### config.mk
export PLATFORM = sky130hd
export DESIGN_NAME = wbsplitter_flat
export DESIGN_NICKNAME = d
export VERILOG_FILES = /design/src/rtl/wbsplit_pkg.sv /design/src/rtl/wbsplitter_if.sv /design/src/rtl/wbsplit_decode.sv /design/src/rtl/wbsplitter.sv /design/src/flat_wrapper.sv
export SDC_FILE = /design/constraint.sdc
export NUM_CORES = 1
export LEC_CHECK = 0
export BUFFER_PORTS_ARGS = -buffer_cell sky130_fd_sc_hd__buf_2
export CORE_AREA = 2 2 109 111
export CTS_CLUSTER_DIAMETER = 40
export DETAILED_ROUTE_END_ITERATION = 10
export DIE_AREA = 0 0 111 113
export GPL_ROUTABILITY_DRIVEN = 1
export GPL_TIMING_DRIVEN = 0
export PLACE_DENSITY = 0.56
export SYNTH_ARGS = -nofsm -noshare
export SYNTH_HDL_FRONTEND = slang
export SYNTH_HIERARCHICAL = 1
export SYNTH_SLANG_ARGS = --single-unit
### constraint.sdc
create_clock -name i_clk -period 3.1 [get_ports i_clk]
set_input_delay 0.62 -clock i_clk [delete_from_list [all_inputs] [get_ports i_clk]]
set_output_delay 0.62 -clock i_clk [all_outputs]
set_load 0.005 [all_outputs]
### src/rtl/wbsplit_pkg.sv
// Shared types and default address map for the Wishbone splitter.
package wbsplit_pkg;

   // Owner of a request: which slave (if any) an address decodes to.
   typedef enum logic [1:0] {
      SEL_NONE = 2'd0,
      SEL_A    = 2'd1,
      SEL_B    = 2'd2
   } sel_t;

   localparam int unsigned DEF_AW     = 19;
   localparam int unsigned DEF_DW     = 32;
   localparam int unsigned DEF_LGPIPE = 4;

   localparam logic [DEF_AW-1:0] DEF_A_BASE = 19'h00000;
   localparam logic [DEF_AW-1:0] DEF_A_MASK = 19'h40000;
   localparam logic [DEF_AW-1:0] DEF_B_BASE = 19'h40000;
   localparam logic [DEF_AW-1:0] DEF_B_MASK = 19'h60000;

endpackage

### src/rtl/wbsplitter_if.sv
// Pipelined Wishbone bus bundle; master drives requests, slave drives responses.
interface wbsplitter_if
   import wbsplit_pkg::*;
#(
   parameter int unsigned AW = DEF_AW,
   parameter int unsigned DW = DEF_DW
);
   logic            cyc;
   logic            stb;
   logic            we;
   logic [AW-1:0]   adr;
   logic [DW-1:0]   dat;
   logic [DW/8-1:0] sel;
   logic            ack;
   logic            stall;
   logic            err;
   logic [DW-1:0]   data;

   modport master (
      output cyc, stb, we, adr, dat, sel,
      input  ack, stall, err, data
   );

   modport slave (
      input  cyc, stb, we, adr, dat, sel,
      output ack, stall, err, data
   );
endinterface

### src/rtl/wbsplit_decode.sv
// Address decoder: maps a word address onto slave A, slave B or nothing.
module wbsplit_decode
   import wbsplit_pkg::*;
#(
   parameter int unsigned    AW     = DEF_AW,
   parameter logic [AW-1:0]  A_BASE = DEF_A_BASE,
   parameter logic [AW-1:0]  A_MASK = DEF_A_MASK,
   parameter logic [AW-1:0]  B_BASE = DEF_B_BASE,
   parameter logic [AW-1:0]  B_MASK = DEF_B_MASK
) (
   input  logic [AW-1:0] i_adr,
   output sel_t          o_sel
);

   // A wins when both windows match.
   always_comb begin
      o_sel = SEL_NONE;
      if ((i_adr & A_MASK) == A_BASE) begin
         o_sel = SEL_A;
      end else if ((i_adr & B_MASK) == B_BASE) begin
         o_sel = SEL_B;
      end
   end

endmodule

### src/rtl/wbsplitter.sv
// Single-master to dual-slave pipelined Wishbone splitter with local bus error
// for unmapped addresses and drain-before-switch target ordering.
module wbsplitter
   import wbsplit_pkg::*;
#(
   parameter int unsigned    DW     = DEF_DW,
   parameter int unsigned    AW     = DEF_AW,
   parameter logic [AW-1:0]  A_BASE = DEF_A_BASE,
   parameter logic [AW-1:0]  A_MASK = DEF_A_MASK,
   parameter logic [AW-1:0]  B_BASE = DEF_B_BASE,
   parameter logic [AW-1:0]  B_MASK = DEF_B_MASK,
   parameter int unsigned    LGPIPE = DEF_LGPIPE
) (
   input  logic         i_clk,
   input  logic         i_rst_n,
   wbsplitter_if.slave  cpu,
   wbsplitter_if.master a_bus,
   wbsplitter_if.master b_bus
);

   localparam logic [LGPIPE-1:0] CountMax = '1;

   sel_t              dec;
   sel_t              sel_q, sel_d;
   logic [LGPIPE-1:0] count_q, count_d;
   logic              berr_q, berr_d;
   logic              abort_q, abort_d;

   logic              busy, full, req;
   logic              stall_local, slave_stall, stall;
   logic              accept, accept_slave;
   logic              a_stb, b_stb;
   logic              sel_ack, sel_err;
   logic              ack, err;
   logic [DW-1:0]     rd_data;

   wbsplit_decode #(
      .AW     (AW),
      .A_BASE (A_BASE),
      .A_MASK (A_MASK),
      .B_BASE (B_BASE),
      .B_MASK (B_MASK)
   ) u_decode (
      .i_adr (cpu.adr),
      .o_sel (dec)
   );

   // Request path: stall causes, per-slave strobes and the accept qualifier.
   always_comb begin
      busy        = (count_q != '0);
      full        = (count_q == CountMax);
      // Everything except the target's own stall; this also gates the strobe.
      stall_local = abort_q | berr_q | full
                  | (busy & (dec != sel_q))
                  | (busy & (dec == SEL_NONE));
      slave_stall = 1'b0;
      unique case (dec)
         SEL_A:   slave_stall = a_bus.stall;
         SEL_B:   slave_stall = b_bus.stall;
         default: slave_stall = 1'b0;
      endcase
      stall        = stall_local | slave_stall;
      // Reset gates the strobes so nothing leaks to the slaves while held.
      req          = i_rst_n & cpu.cyc & cpu.stb;
      accept       = req & ~stall;
      accept_slave = accept & (dec != SEL_NONE);
      a_stb        = req & (dec == SEL_A) & ~stall_local;
      b_stb        = req & (dec == SEL_B) & ~stall_local;
   end

   // Response path: only the slave owning the outstanding requests is heard.
   always_comb begin
      sel_ack = 1'b0;
      sel_err = 1'b0;
      rd_data = a_bus.data;
      unique case (sel_q)
         SEL_A: begin
            sel_ack = a_bus.ack;
            sel_err = a_bus.err;
            rd_data = a_bus.data;
         end
         SEL_B: begin
            sel_ack = b_bus.ack;
            sel_err = b_bus.err;
            rd_data = b_bus.data;
         end
         default: begin
            sel_ack = 1'b0;
            sel_err = 1'b0;
         end
      endcase
      ack = cpu.cyc & busy & sel_ack;
      err = berr_q | (cpu.cyc & busy & sel_err);
   end

   // Next state for target, outstanding count, local error and abort.
   always_comb begin
      sel_d   = sel_q;
      count_d = count_q;
      berr_d  = berr_q;
      abort_d = abort_q;
      if (!cpu.cyc) begin
         sel_d   = SEL_NONE;
         count_d = '0;
         berr_d  = 1'b0;
         abort_d = 1'b0;
      end else if (err) begin
         // Error ends the transfer; stay stalled until the master drops cyc.
         count_d = '0;
         berr_d  = 1'b0;
         abort_d = 1'b1;
      end else begin
         if (accept_slave) begin
            sel_d = dec;
         end
         if (accept && (dec == SEL_NONE)) begin
            berr_d = 1'b1;
         end
         count_d = count_q + {{(LGPIPE-1){1'b0}}, accept_slave}
                           - {{(LGPIPE-1){1'b0}}, ack};
      end
   end

   // State registers.
   always_ff @(posedge i_clk or negedge i_rst_n) begin
      if (!i_rst_n) begin
         sel_q   <= SEL_NONE;
         count_q <= '0;
         berr_q  <= 1'b0;
         abort_q <= 1'b0;
      end else begin
         sel_q   <= sel_d;
         count_q <= count_d;
         berr_q  <= berr_d;
         abort_q <= abort_d;
      end
   end

   assign cpu.ack   = ack;
   assign cpu.err   = err;
   assign cpu.stall = stall;
   assign cpu.data  = rd_data;

   assign a_bus.cyc = i_rst_n & cpu.cyc & ~abort_q & (((sel_q == SEL_A) & busy) | a_stb);
   assign a_bus.stb = a_stb;
   assign a_bus.we  = cpu.we;
   assign a_bus.adr = cpu.adr;
   assign a_bus.dat = cpu.dat;
   assign a_bus.sel = cpu.sel;

   assign b_bus.cyc = i_rst_n & cpu.cyc & ~abort_q & (((sel_q == SEL_B) & busy) | b_stb);
   assign b_bus.stb = b_stb;
   assign b_bus.we  = cpu.we;
   assign b_bus.adr = cpu.adr;
   assign b_bus.dat = cpu.dat;
   assign b_bus.sel = cpu.sel;

endmodule

### src/flat_wrapper.sv
// flat-port wrapper written by rule: the top's interface ports become plain ports
module wbsplitter_flat import wbsplit_pkg::*;
#(
   parameter int unsigned    DW     = DEF_DW,
   parameter int unsigned    AW     = DEF_AW,
   parameter logic [AW-1:0]  A_BASE = DEF_A_BASE,
   parameter logic [AW-1:0]  A_MASK = DEF_A_MASK,
   parameter logic [AW-1:0]  B_BASE = DEF_B_BASE,
   parameter logic [AW-1:0]  B_MASK = DEF_B_MASK,
   parameter int unsigned    LGPIPE = DEF_LGPIPE
)
  (i_clk, i_rst_n, cpu_cyc, cpu_stb, cpu_we, cpu_adr, cpu_dat, cpu_sel, cpu_ack, cpu_stall, cpu_err, cpu_data, a_bus_cyc, a_bus_stb, a_bus_we, a_bus_adr, a_bus_dat, a_bus_sel, a_bus_ack, a_bus_stall, a_bus_err, a_bus_data, b_bus_cyc, b_bus_stb, b_bus_we, b_bus_adr, b_bus_dat, b_bus_sel, b_bus_ack, b_bus_stall, b_bus_err, b_bus_data);
  wbsplitter_if #(.AW(AW), .DW(DW)) cpu_i ();
  wbsplitter_if #(.AW(AW), .DW(DW)) a_bus_i ();
  wbsplitter_if #(.AW(AW), .DW(DW)) b_bus_i ();
  input  logic i_clk;
  input  logic i_rst_n;
  input wire logic [$bits(cpu_i.cyc)-1:0] cpu_cyc;
  input wire logic [$bits(cpu_i.stb)-1:0] cpu_stb;
  input wire logic [$bits(cpu_i.we)-1:0] cpu_we;
  input wire logic [$bits(cpu_i.adr)-1:0] cpu_adr;
  input wire logic [$bits(cpu_i.dat)-1:0] cpu_dat;
  input wire logic [$bits(cpu_i.sel)-1:0] cpu_sel;
  output wire logic [$bits(cpu_i.ack)-1:0] cpu_ack;
  output wire logic [$bits(cpu_i.stall)-1:0] cpu_stall;
  output wire logic [$bits(cpu_i.err)-1:0] cpu_err;
  output wire logic [$bits(cpu_i.data)-1:0] cpu_data;
  output wire logic [$bits(a_bus_i.cyc)-1:0] a_bus_cyc;
  output wire logic [$bits(a_bus_i.stb)-1:0] a_bus_stb;
  output wire logic [$bits(a_bus_i.we)-1:0] a_bus_we;
  output wire logic [$bits(a_bus_i.adr)-1:0] a_bus_adr;
  output wire logic [$bits(a_bus_i.dat)-1:0] a_bus_dat;
  output wire logic [$bits(a_bus_i.sel)-1:0] a_bus_sel;
  input wire logic [$bits(a_bus_i.ack)-1:0] a_bus_ack;
  input wire logic [$bits(a_bus_i.stall)-1:0] a_bus_stall;
  input wire logic [$bits(a_bus_i.err)-1:0] a_bus_err;
  input wire logic [$bits(a_bus_i.data)-1:0] a_bus_data;
  output wire logic [$bits(b_bus_i.cyc)-1:0] b_bus_cyc;
  output wire logic [$bits(b_bus_i.stb)-1:0] b_bus_stb;
  output wire logic [$bits(b_bus_i.we)-1:0] b_bus_we;
  output wire logic [$bits(b_bus_i.adr)-1:0] b_bus_adr;
  output wire logic [$bits(b_bus_i.dat)-1:0] b_bus_dat;
  output wire logic [$bits(b_bus_i.sel)-1:0] b_bus_sel;
  input wire logic [$bits(b_bus_i.ack)-1:0] b_bus_ack;
  input wire logic [$bits(b_bus_i.stall)-1:0] b_bus_stall;
  input wire logic [$bits(b_bus_i.err)-1:0] b_bus_err;
  input wire logic [$bits(b_bus_i.data)-1:0] b_bus_data;
  assign cpu_i.cyc = cpu_cyc;
  assign cpu_i.stb = cpu_stb;
  assign cpu_i.we = cpu_we;
  assign cpu_i.adr = cpu_adr;
  assign cpu_i.dat = cpu_dat;
  assign cpu_i.sel = cpu_sel;
  assign cpu_ack = cpu_i.ack;
  assign cpu_stall = cpu_i.stall;
  assign cpu_err = cpu_i.err;
  assign cpu_data = cpu_i.data;
  assign a_bus_cyc = a_bus_i.cyc;
  assign a_bus_stb = a_bus_i.stb;
  assign a_bus_we = a_bus_i.we;
  assign a_bus_adr = a_bus_i.adr;
  assign a_bus_dat = a_bus_i.dat;
  assign a_bus_sel = a_bus_i.sel;
  assign a_bus_i.ack = a_bus_ack;
  assign a_bus_i.stall = a_bus_stall;
  assign a_bus_i.err = a_bus_err;
  assign a_bus_i.data = a_bus_data;
  assign b_bus_cyc = b_bus_i.cyc;
  assign b_bus_stb = b_bus_i.stb;
  assign b_bus_we = b_bus_i.we;
  assign b_bus_adr = b_bus_i.adr;
  assign b_bus_dat = b_bus_i.dat;
  assign b_bus_sel = b_bus_i.sel;
  assign b_bus_i.ack = b_bus_ack;
  assign b_bus_i.stall = b_bus_stall;
  assign b_bus_i.err = b_bus_err;
  assign b_bus_i.data = b_bus_data;
  wbsplitter #(.DW(DW), .AW(AW), .A_BASE(A_BASE), .A_MASK(A_MASK), .B_BASE(B_BASE), .B_MASK(B_MASK), .LGPIPE(LGPIPE)) u_core (.i_clk(i_clk), .i_rst_n(i_rst_n), .cpu(cpu_i), .a_bus(a_bus_i), .b_bus(b_bus_i));
endmodule
## Word-level counts from Yosys, hierarchy flattened

Cells that the tools add are included.

- Register bits after elaboration: 8
- Input bits: 130
- Output and inout bits: 151
- Word-level logic and storage cells: 68

- Add/sub/neg operators: 2
- Equality and inequality tests: 11
- Muxes and demuxes: 16
- Bitwise gates (word level): 29
- Reduce and logical (&&, ||, !) cells: 6

Operator list:

| cell | number |
|---|---|
| $mux 32 | 1 |
| $logic_not 19->1 | 1 |
| $and 1x1->1 | 18 |
| $mux 2 | 5 |
| $mux 4 | 2 |
| $or 1x1->1 | 8 |
| $eq 2x2->1 const B | 3 |
| $pmux 1 s2 | 3 |
| $mux 1 | 5 |
| $add 4x1->4 | 1 |
| $eq 2x1->1 const B | 2 |
| $eq 4x4->1 const B | 1 |
| $ne 2x1->1 const B | 2 |
| $reduce_bool 4->1 | 1 |
| $sub 4x1->4 | 1 |
| $ne 3x1->1 const B | 1 |
| $not 1->1 | 3 |
| $logic_not 2->1 | 1 |
| $ne 2x2->1 | 1 |
| $ne 2x2->1 const B | 1 |
| $reduce_and 2->1 | 1 |
| $reduce_bool 2->1 | 1 |
| $logic_and 1x1->1 | 1 |

## Depth between registers and ports, before layout

Gate-level depths: netlist (run 1).

- Word-level depth: 15
- Mapped depth: 13
- Mapped depth without buffers: 13

## By module

The synthesis (run 1) kept the hierarchy.

Modules (own cells, without submodules):

| module | instances | cells each | area an instance (sq um) | sequential area each (sq um) |
|---|---|---|---|---|
| wbsplitter | 1 | 222 | 1899.3 | 200.2 |
| wbsplit_decode | 1 | 2 | 17.5 | 0.0 |

## Least setup slack after synthesis (run 1)

OpenSTA, ideal clock, no wires.

- Path kind: input-to-reg
- Start point: input port cpu_adr[18]
- End point: register u_core.count_q[2]
- Setup time: 0.120 ns
- Arrival: 2.536 ns
- Data required time: 2.980 ns
- Setup slack: 0.444 ns
- Stages: 12
- Path buffers: 0
- Cell sequence: nor2b_4 inv_1 ha_1 o21ai_0 and3_2 nand3b_1 ha_1 inv_1 ha_1 fa_1 xnor2_1 nor2_1

- Longest elaborated chain between the ends: 15
- Elaborated cells on any way between the ends: 22
- Classes of those cells: add/sub: 2; eq/ne: 4; mux: 5; bitwise: 8; reduce/logical: 3

RTL lines:

| item | line | RTL |
|---|---|---|
| start: declaration | flat_wrapper.sv:21 | `input wire logic [$bits(cpu_i.adr)-1:0] cpu_adr;` |
| $eq 2x2->1 | wbsplit_decode.sv:20 | `end else if ((i_adr & B_MASK) == B_BASE) begin` |
| $mux 2 | wbsplit_decode.sv:20 |  |
| $mux 2 (*) | wbsplit_decode.sv:18 | `if ((i_adr & A_MASK) == A_BASE) begin` |
| $ne 2x2->1 | wbsplitter.sv:54 | `\| (busy & (dec != sel_q))` |
| $and 1x1->1 | wbsplitter.sv:54 |  |
| $or 1x1->1 | wbsplitter.sv:54 |  |
| $or 1x1->1 | wbsplitter.sv:55 | `\| (busy & (dec == SEL_NONE));` |
| $or 1x1->1 | wbsplitter.sv:62 | `stall = stall_local \| slave_stall;` |
| $not 1->1 | wbsplitter.sv:65 | `accept = req & ~stall;` |
| $and 1x1->1 | wbsplitter.sv:65 |  |
| $and 1x1->1 (*) | wbsplitter.sv:66 | `accept_slave = accept & (dec != SEL_NONE);` |
| $add 4x1->4 (*) | wbsplitter.sv:119 | `count_d = count_q + {{(LGPIPE-1){1'b0}}, accept_slave}` |
| $sub 4x1->4 (*) | wbsplitter.sv:120 | `- {{(LGPIPE-1){1'b0}}, ack};` |
| $mux 4 (*) | wbsplitter.sv:107 | `end else if (err) begin` |
| $mux 4 (*) | wbsplitter.sv:102 | `if (!cpu.cyc) begin` |
| via u_core.count_d[2] | wbsplitter.sv:25 | `logic [LGPIPE-1:0] count_q, count_d;` |
| end signal: assignment | wbsplitter.sv:133 | `count_q <= count_d;` |
| end: declaration | wbsplitter.sv:25 |  |

The timed path passes the listed nets; every way through them passes the cells marked *.
A chain may end at the register's enable or synchronous reset.

## Final worst setup path (run 1)

- Start point: input port cpu_adr[18]
- End point: register u_core.count_q[2]

- Longest elaborated chain between the ends: 15
- Elaborated cells on any way between the ends: 22
- Classes of those cells: add/sub: 2; eq/ne: 4; mux: 5; bitwise: 8; reduce/logical: 3

RTL lines:

| item | line | RTL |
|---|---|---|
| $eq 2x2->1 | wbsplit_decode.sv:20 |  |
| $mux 2 | wbsplit_decode.sv:20 |  |
| $mux 2 (*) | wbsplit_decode.sv:18 |  |
| via u_core.dec[1] | wbsplitter.sv:23 | `sel_t dec;` |
| $ne 2x2->1 | wbsplitter.sv:54 |  |
| $and 1x1->1 | wbsplitter.sv:54 |  |
| $or 1x1->1 | wbsplitter.sv:54 |  |
| $or 1x1->1 | wbsplitter.sv:55 |  |
| $or 1x1->1 | wbsplitter.sv:62 |  |
| $not 1->1 | wbsplitter.sv:65 |  |
| $and 1x1->1 | wbsplitter.sv:65 |  |
| $and 1x1->1 (*) | wbsplitter.sv:66 |  |
| $add 4x1->4 (*) | wbsplitter.sv:119 |  |
| $sub 4x1->4 (*) | wbsplitter.sv:120 |  |
| $mux 4 (*) | wbsplitter.sv:107 |  |
| $mux 4 (*) | wbsplitter.sv:102 |  |
| via u_core.count_d[2] | wbsplitter.sv:25 |  |

Marks and branches as above.

==> flow_summary.yaml, run 1 <==
grt:
  grtUsageTotal: 0.0950
  grt_pass1_vias: 1993
  grt_first_pass_wirelength_um: 9720
  grt_max_degree: 11
  antenna_found_initial: 0
  grt_overflow: 0
layout:
  n_antenna_cell: 0
  final_nets: 597
  design_area_sq_um: 3300
  area_delta_synth_final_pct: 72.3
  fin_cells: 596
  fillers: 1236
  drive_gt1_frac: 0.837
setup_path:
  crit_required_ns: 3.22
  crit_path_end_kind: "register"
  path_class: "in2reg"
  startpoint_type: "primary input"
  crit_arrival_ns: 2.93
  crit_fanout: 5
place:
  place_hpwl_um: 6250
  place_area_sq_um: 3230
  port_buffers: 226
  place_congestion: 0.823
  place_inst: 593
power_and_ir_drop:
  p_comb_frac: 0.510
  p_per_area_nw_per_um2: 208
  p_sw_mw: 0.183
  clkPwrFrac: 0.329
  internal-power_mw: 0.505
  peakVddDrop_mv: 0.222
  power_leakage_nw: 1.97
  p_seq_frac: 0.162
  swShare: 0.266
routing:
  drt-vias-per-instance: 3.59
  drt_iter0_markers: 24
  first_pass_iters: 4
  ant_nets: 0
  wire_per_inst_um: 11.5
  finalWirelength_um: 6830
  num_vias: 2141
  drc: 0
sta:
  fin_crit_ns: 2.81
  clock_skew_ns: 0.00199
  fin_setup_tns_ns: 0
  max_freq_mhz: 356
  finalMaxSlewViolations: 0
  timing.slew.headroom: 0.645
  setup_viol: 0
  hold_viol: 0
  worst_pin_slew_ns: 0.532
  min_period_over_period: 0.907
  rsz0062_at_grt: "false"
clock_tree:
  clock_sinks: 8
  cts_max_level: 1
  cts-buffers-inserted: 3
  cts_tree: "yes"
  root_buffer: "clkbuf_16"
  cts_resized: 0
  clkTransAtPathRegs_ns: 0.04
  holdBufCountCts: 0
  clock_latency_ns: 0.24
  post-cts-setup-buffers: 0
  clk_path_buf_depth: 2
synthesis:
  syn_area_sq_um: 1920
  synth_top_family_by_area: "buffers and inverters"
  netlist_instances: 224
  synthAdderAreaFrac: 0.0822
  yosysSeqAreaShare: 0.104
  yosys.area_share.simple: 0.0770
  muxShareOfSynthArea: 0.198
  synthesis.nets: 366
  synth-seq-cells: 8
  synth_area_per_cell_sq_um: 8.56
  synth_compound_area_frac: 0.0470
  synth_cell_types: 32
  synthXorXnorAreaFrac: 0.0183
  synth_warnings: 6
die:
  die_x_um: 111
  start_util: 0.170
  die_area_sq_um: 12500
  core_area_sq_um: 11300
  die_y_um: 113
  num_rows: 39
  io_pins: 281
run:
  cap_violations: 0
status:
  outcome: "finished, final reports clean"
worst_hold_path:
  holdCritPathClass: "in2async"
[worst max-delay path, stage by stage]
cell and delay [ns]:
buf_2 0.12, nor2b_4 0.18, inv_1 0.09, ha_1 0.21, o21ai_0 0.23, and3_2 0.27
nand3b_1 0.10, ha_1 0.28, inv_1 0.04, ha_1 0.20, fa_1 0.40, xnor2_1 0.14
nor2_1 0.06
[flip-flops by register name, indices dropped and copies added, names as in the netlist]
register        cells
u_core/abort_q      1
u_core/berr_q       1
u_core/count_q      4
u_core/sel_q        2
[Yosys cell counts]
master | n | share of area
mux2i_1 | 2 | 0.010
nand3b_1 | 1 | 0.0039
o21ai_0 | 1 | 0.0026
nor3b_1 | 1 | 0.0039
nor2b_4 | 1 | 0.0072
nor3_1 | 1 | 0.0026
inv_1 | 13 | 0.025
and3_2 | 1 | 0.0039
nand2_1 | 5 | 0.0098
a21oi_1 | 2 | 0.0052
fa_1 | 1 | 0.010
buf_1 | 3 | 0.0059
buf_4 | 112 | 0.44
nor4_1 | 1 | 0.0033
nor2_1 | 7 | 0.014
nand3_1 | 1 | 0.0026
and2_1 | 2 | 0.0065
a21o_1 | 3 | 0.012
dfrtp_1 | 8 | 0.10
mux2_2 | 32 | 0.19
ha_1 | 11 | 0.072
xnor2_1 | 2 | 0.0091
a21oi_2 | 1 | 0.0046
a31o_2 | 1 | 0.0046
and3_1 | 2 | 0.0065
a311o_1 | 1 | 0.0052
a22oi_1 | 1 | 0.0039
or3b_1 | 1 | 0.0046
buf_2 | 1 | 0.0026
and4bb_4 | 1 | 0.0085
a22o_1 | 2 | 0.0091
xor2_1 | 2 | 0.0091
[cell type report]
cell class / instances / area (sq um) / area share
Clock buffer: 3 / 75.1 / 0.0227
Buffer: 116 / 857 / 0.260
Tap cell: 143 / 179 / 0.0542
Multi-Input combinational cell: 87 / 811 / 0.246
Timing Repair Buffer: 226 / 1130 / 0.343
Inverter: 13 / 48.8 / 0.0148
Sequential cell: 8 / 200 / 0.0606
[layout by cell type, fill, tap and decap left out, types with 3 or more instances in the layout]
master and count:
dfrtp_1 8, a21o_1 3, mux2_2 32, inv_1 13
ha_1 11, buf_2 227, clkbuf_16 3, nand2_1 5
buf_4 112, buf_1 3, nor2_1 7
[power by group through the flow]
stage | combinational, mW | sequential, mW | clock, mW
after detailed placement | 0.357 | 0.113 | 0
after global routing | 0.384 | 0.112 | 0.232
final | 0.351 | 0.111 | 0.226
after floorplan | 0.187 | 0.112 | 0
after CTS | 0.359 | 0.111 | 0.227
after global placement | 0.356 | 0.113 | 0
[worst paths after layout]
path | startpoint | endpoint | slack, ns | depth (start not counted)
max reg2reg | u_core/count_q[2]$_DFF_PN0_ | u_core/count_q[2]$_DFF_PN0_ | 0.35 | 12
min | i_rst_n | u_core/count_q[3]$_DFF_PN0_ | 0.23 | 1
max in group asynchronous | i_rst_n | u_core/sel_q[0]$_DFFE_PN0P_ | 2.68 | 1
min reg2reg | u_core/abort_q$_DFFE_PN0N_ | u_core/abort_q$_DFFE_PN0N_ | 0.55 | 2
max | cpu_adr[18] | u_core/count_q[2]$_DFF_PN0_ | 0.29 | 13
min in group i_clk | u_core/abort_q$_DFFE_PN0N_ | u_core/abort_q$_DFFE_PN0N_ | 0.55 | 2
[per-layer routing]
metal | vias to the layer above | track usage | routed length, um
met5 | - | 0 | 0
met4 | 0 | 0.0200 | 52
met3 | 6 | 0.0171 | 668
met2 | 141 | 0.187 | 3640
met1 | 917 | 0.107 | 2470
li1 | 1077 | - | -
[through the flow]
stage	total power, mW	utilization	hold slack, ns	worst slack, ns
after floorplan	0.299	-	0.324	0.444
after global placement	0.468	0.286	0.488	0.0796
after detailed placement	0.470	0.286	0.488	0.0228
after CTS	0.698	0.293	0.237	0.264
after global routing	0.728	0.293	0.249	0.00779
final	0.688	0.293	0.230	0.288
[kinds of logic after synthesis]
group,after synthesis
AO/OA/AOI/OAI,12
XOR/XNOR,4
adder cells (fa/ha/maj),12
buffers and inverters,129
flip-flops,8
multiplexers,34
AND/OR/NAND/NOR,25
Power figures use the tool's default switching activity.
==> run 2, diff against run 1 <==
- CORE_AREA: 2 2 109 111 -> 2 2 108 110
- CTS_BUF_LIST: unset -> sky130_fd_sc_hd__clkbuf_16
- DIE_AREA: 0 0 111 113 -> 0 0 110 112
- PLACE_DENSITY: 0.56 -> 0.58
- clock period: 3.1 -> 2.3 ns (I/O delays scaled with it)
==> run 2 against run 1 <==
Effect of this change: critical endpoint is now u_core/count_q[1]$_DFF_PN0_; design area rose by 5.4%; the flow now finishes with violations (setup timing); sequential cell count did not move; sequential power rose by 36%.
==> flow_summary.yaml, run 2 (same netlist as run 1, synthesis figures left out) <==
grt:
  antenna_found_initial: 0
  grt_first_pass_wirelength_um: 9730
  grtUsageTotal: 0.100
  grt_max_degree: 11
  grt_overflow: 0
  grt_pass1_vias: 2041
clock_tree:
  holdBufCountCts: 0
  root_buffer: "clkbuf_16"
  clock_latency_ns: 0.23
  clk_path_buf_depth: 2
  cts_max_level: 1
  clock_sinks: 8
  clkTransAtPathRegs_ns: 0.04
  cts-buffers-inserted: 3
  cts_tree: "yes"
routing:
  ant_nets: 0
  wire_per_inst_um: 12.2
  drt-vias-per-instance: 3.66
  drt_iter0_markers: 40
  num_vias: 2227
  first_pass_iters: 4
  finalWirelength_um: 7430
  drc: 0
layout:
  reg.largest.list: "u_core/count_q: 4 flops, u_core/sel_q: 2 flops"
  layout_commonest_cell: "buf_2"
  regArea_sq_um: 200
  largest_reg_flops: 4
  design_area_sq_um: 3480
  multi_input_area_sq_um: 870
  layout_common_cells: "buf_2, buf_4, mux2_2"
  top_register: "u_core/count_q"
  fin_cells: 608
  drive_gt1_frac: 0.880
  final_nets: 609
  n_antenna_cell: 0
  fillers: 1195
  area_delta_synth_final_pct: 81.6
setup_path:
  crit_required_ns: 2.46
  path_cells: "ha_1 -> a311o_1 -> a21oi_4 -> and3_4 -> nand3b_1 -> ha_1 -> inv_1 -> ha_2 -> fa_2 -> inv_2 -> nor2_1"
  critical_path.most_common_cell: "ha_1"
  max_stage_delay_ns: 0.53
  crit_path_end_kind: "register"
  path_buf_inv: 2
  startpoint_type: "register"
  crit_arrival_ns: 2.80
  cpLargestDelayFamily: "adder cells"
  crit_fanout: 2
  cp_slowest_cell: "fa_2"
  path_class: "reg2reg"
place:
  place_hpwl_um: 6440
  place_inst: 593
  place_congestion: 0.736
  place_area_sq_um: 3240
  port_buffers: 226
sta:
  rsz0062_at_grt: "true"
  max_freq_mhz: 379
  fin_crit_ns: 2.64
  worst_pin_slew_ns: 0.287
  hold_viol: 0
  setup_viol: 8
  clock_skew_ns: 0.000903
  timing.slew.headroom: 0.807
  fin_setup_tns_ns: -2.11
  finalMaxSlewViolations: 0
  setup_slack_ns: -0.342
  min_period_over_period: 1.15
die:
  io_pins: 281
  die_x_um: 110
  num_rows: 39
  start_util: 0.172
  core_area_sq_um: 11200
  die_area_sq_um: 12300
  die_y_um: 112
status:
  failed_checks: "setup timing"
  outcome: "finished, violations left"
power_and_ir_drop:
  power_leakage_nw: 2.05
  peakVddDrop_mv: 0.365
  p_per_area_nw_per_um2: 275
run:
  cap_violations: 0
worst_hold_path:
  holdCritPathClass: "in2async"
-- run 2: cell types whose count changed in the layout (fill, tap and decap cells not counted), sizes merged --
cell / change
buf: +11
clkbuf: +1
-- run 2: cell type report --
class,count,area share
multi-input combinational,87,0.250
inverter,13,0.0140
sequential,8,0.0575
clock buffer,3,0.0216
timing repair buffer,238,0.356
buffer,116,0.250
tap,143,0.0514
-- run 2: metrics by stage --
stage	util	hold slack [ns]	total power [mW]	worst slack, ns
after floorplan	-	0.164	0.405	-0.175
after global placement	0.290	0.323	0.632	-0.467
after detailed placement	0.290	0.325	0.634	-0.490
after CTS	0.306	0.0801	0.953	-0.299
after global routing	0.311	0.0921	1.01	-0.416
final	0.311	0.0779	0.956	-0.342
-- run 2: final timing paths --
check | start | end | slack (ns) | cells past startpoint
worst max-delay path | u_core/count_q[2]$_DFF_PN0_ | u_core/count_q[1]$_DFF_PN0_ | -0.34 | 11
max in group asynchronous | i_rst_n | u_core/count_q[0]$_DFF_PN0_ | 2.04 | 1
worst max register to register | u_core/count_q[2]$_DFF_PN0_ | u_core/count_q[1]$_DFF_PN0_ | -0.34 | 11
worst min register to register | u_core/abort_q$_DFFE_PN0N_ | u_core/abort_q$_DFFE_PN0N_ | 0.55 | 2
worst min-delay path | i_rst_n | u_core/count_q[1]$_DFF_PN0_ | 0.08 | 1
min in group i_clk | u_core/abort_q$_DFFE_PN0N_ | u_core/abort_q$_DFFE_PN0N_ | 0.55 | 2
-- run 2: timing repair --
| item | CTS | global route |
|---|---|---|
| setup buffers | 8 | 4 |
| endpoints found under the setup margin | 37 | 40 |
| pin swaps | 6 | 4 |
| gates resized for setup | 18 | 7 |
| cloned | 0 | 0 |
-- run 2: metal layers --
layer / routed length [um] / global-route usage / vias up
met2: 3840 / 0.193 / 145
met5: 0 / 0 / -
met3: 844 / 0.0193 / 4
met4: 17 / 0.00759 / 0
li1: - / - / 1100
met1: 2730 / 0.116 / 978
-- run 2: power breakdown --
group	internal [mW]	switching [mW]
Sequential	0.146	0.00468
Combinational	0.335	0.177
Clock	0.224	0.0692
Total	0.705	0.251
-- run 2: worst reg2reg max path, delay by kind of cell, from the launching register on --
kind,cells,cell delay [ns]
DFF,1,0.38
adders and majority gates,4,1.22
AOI/OAI and AO/OA,2,0.54
and+or+nand+nor,3,0.37
buffers and inverters,2,0.07
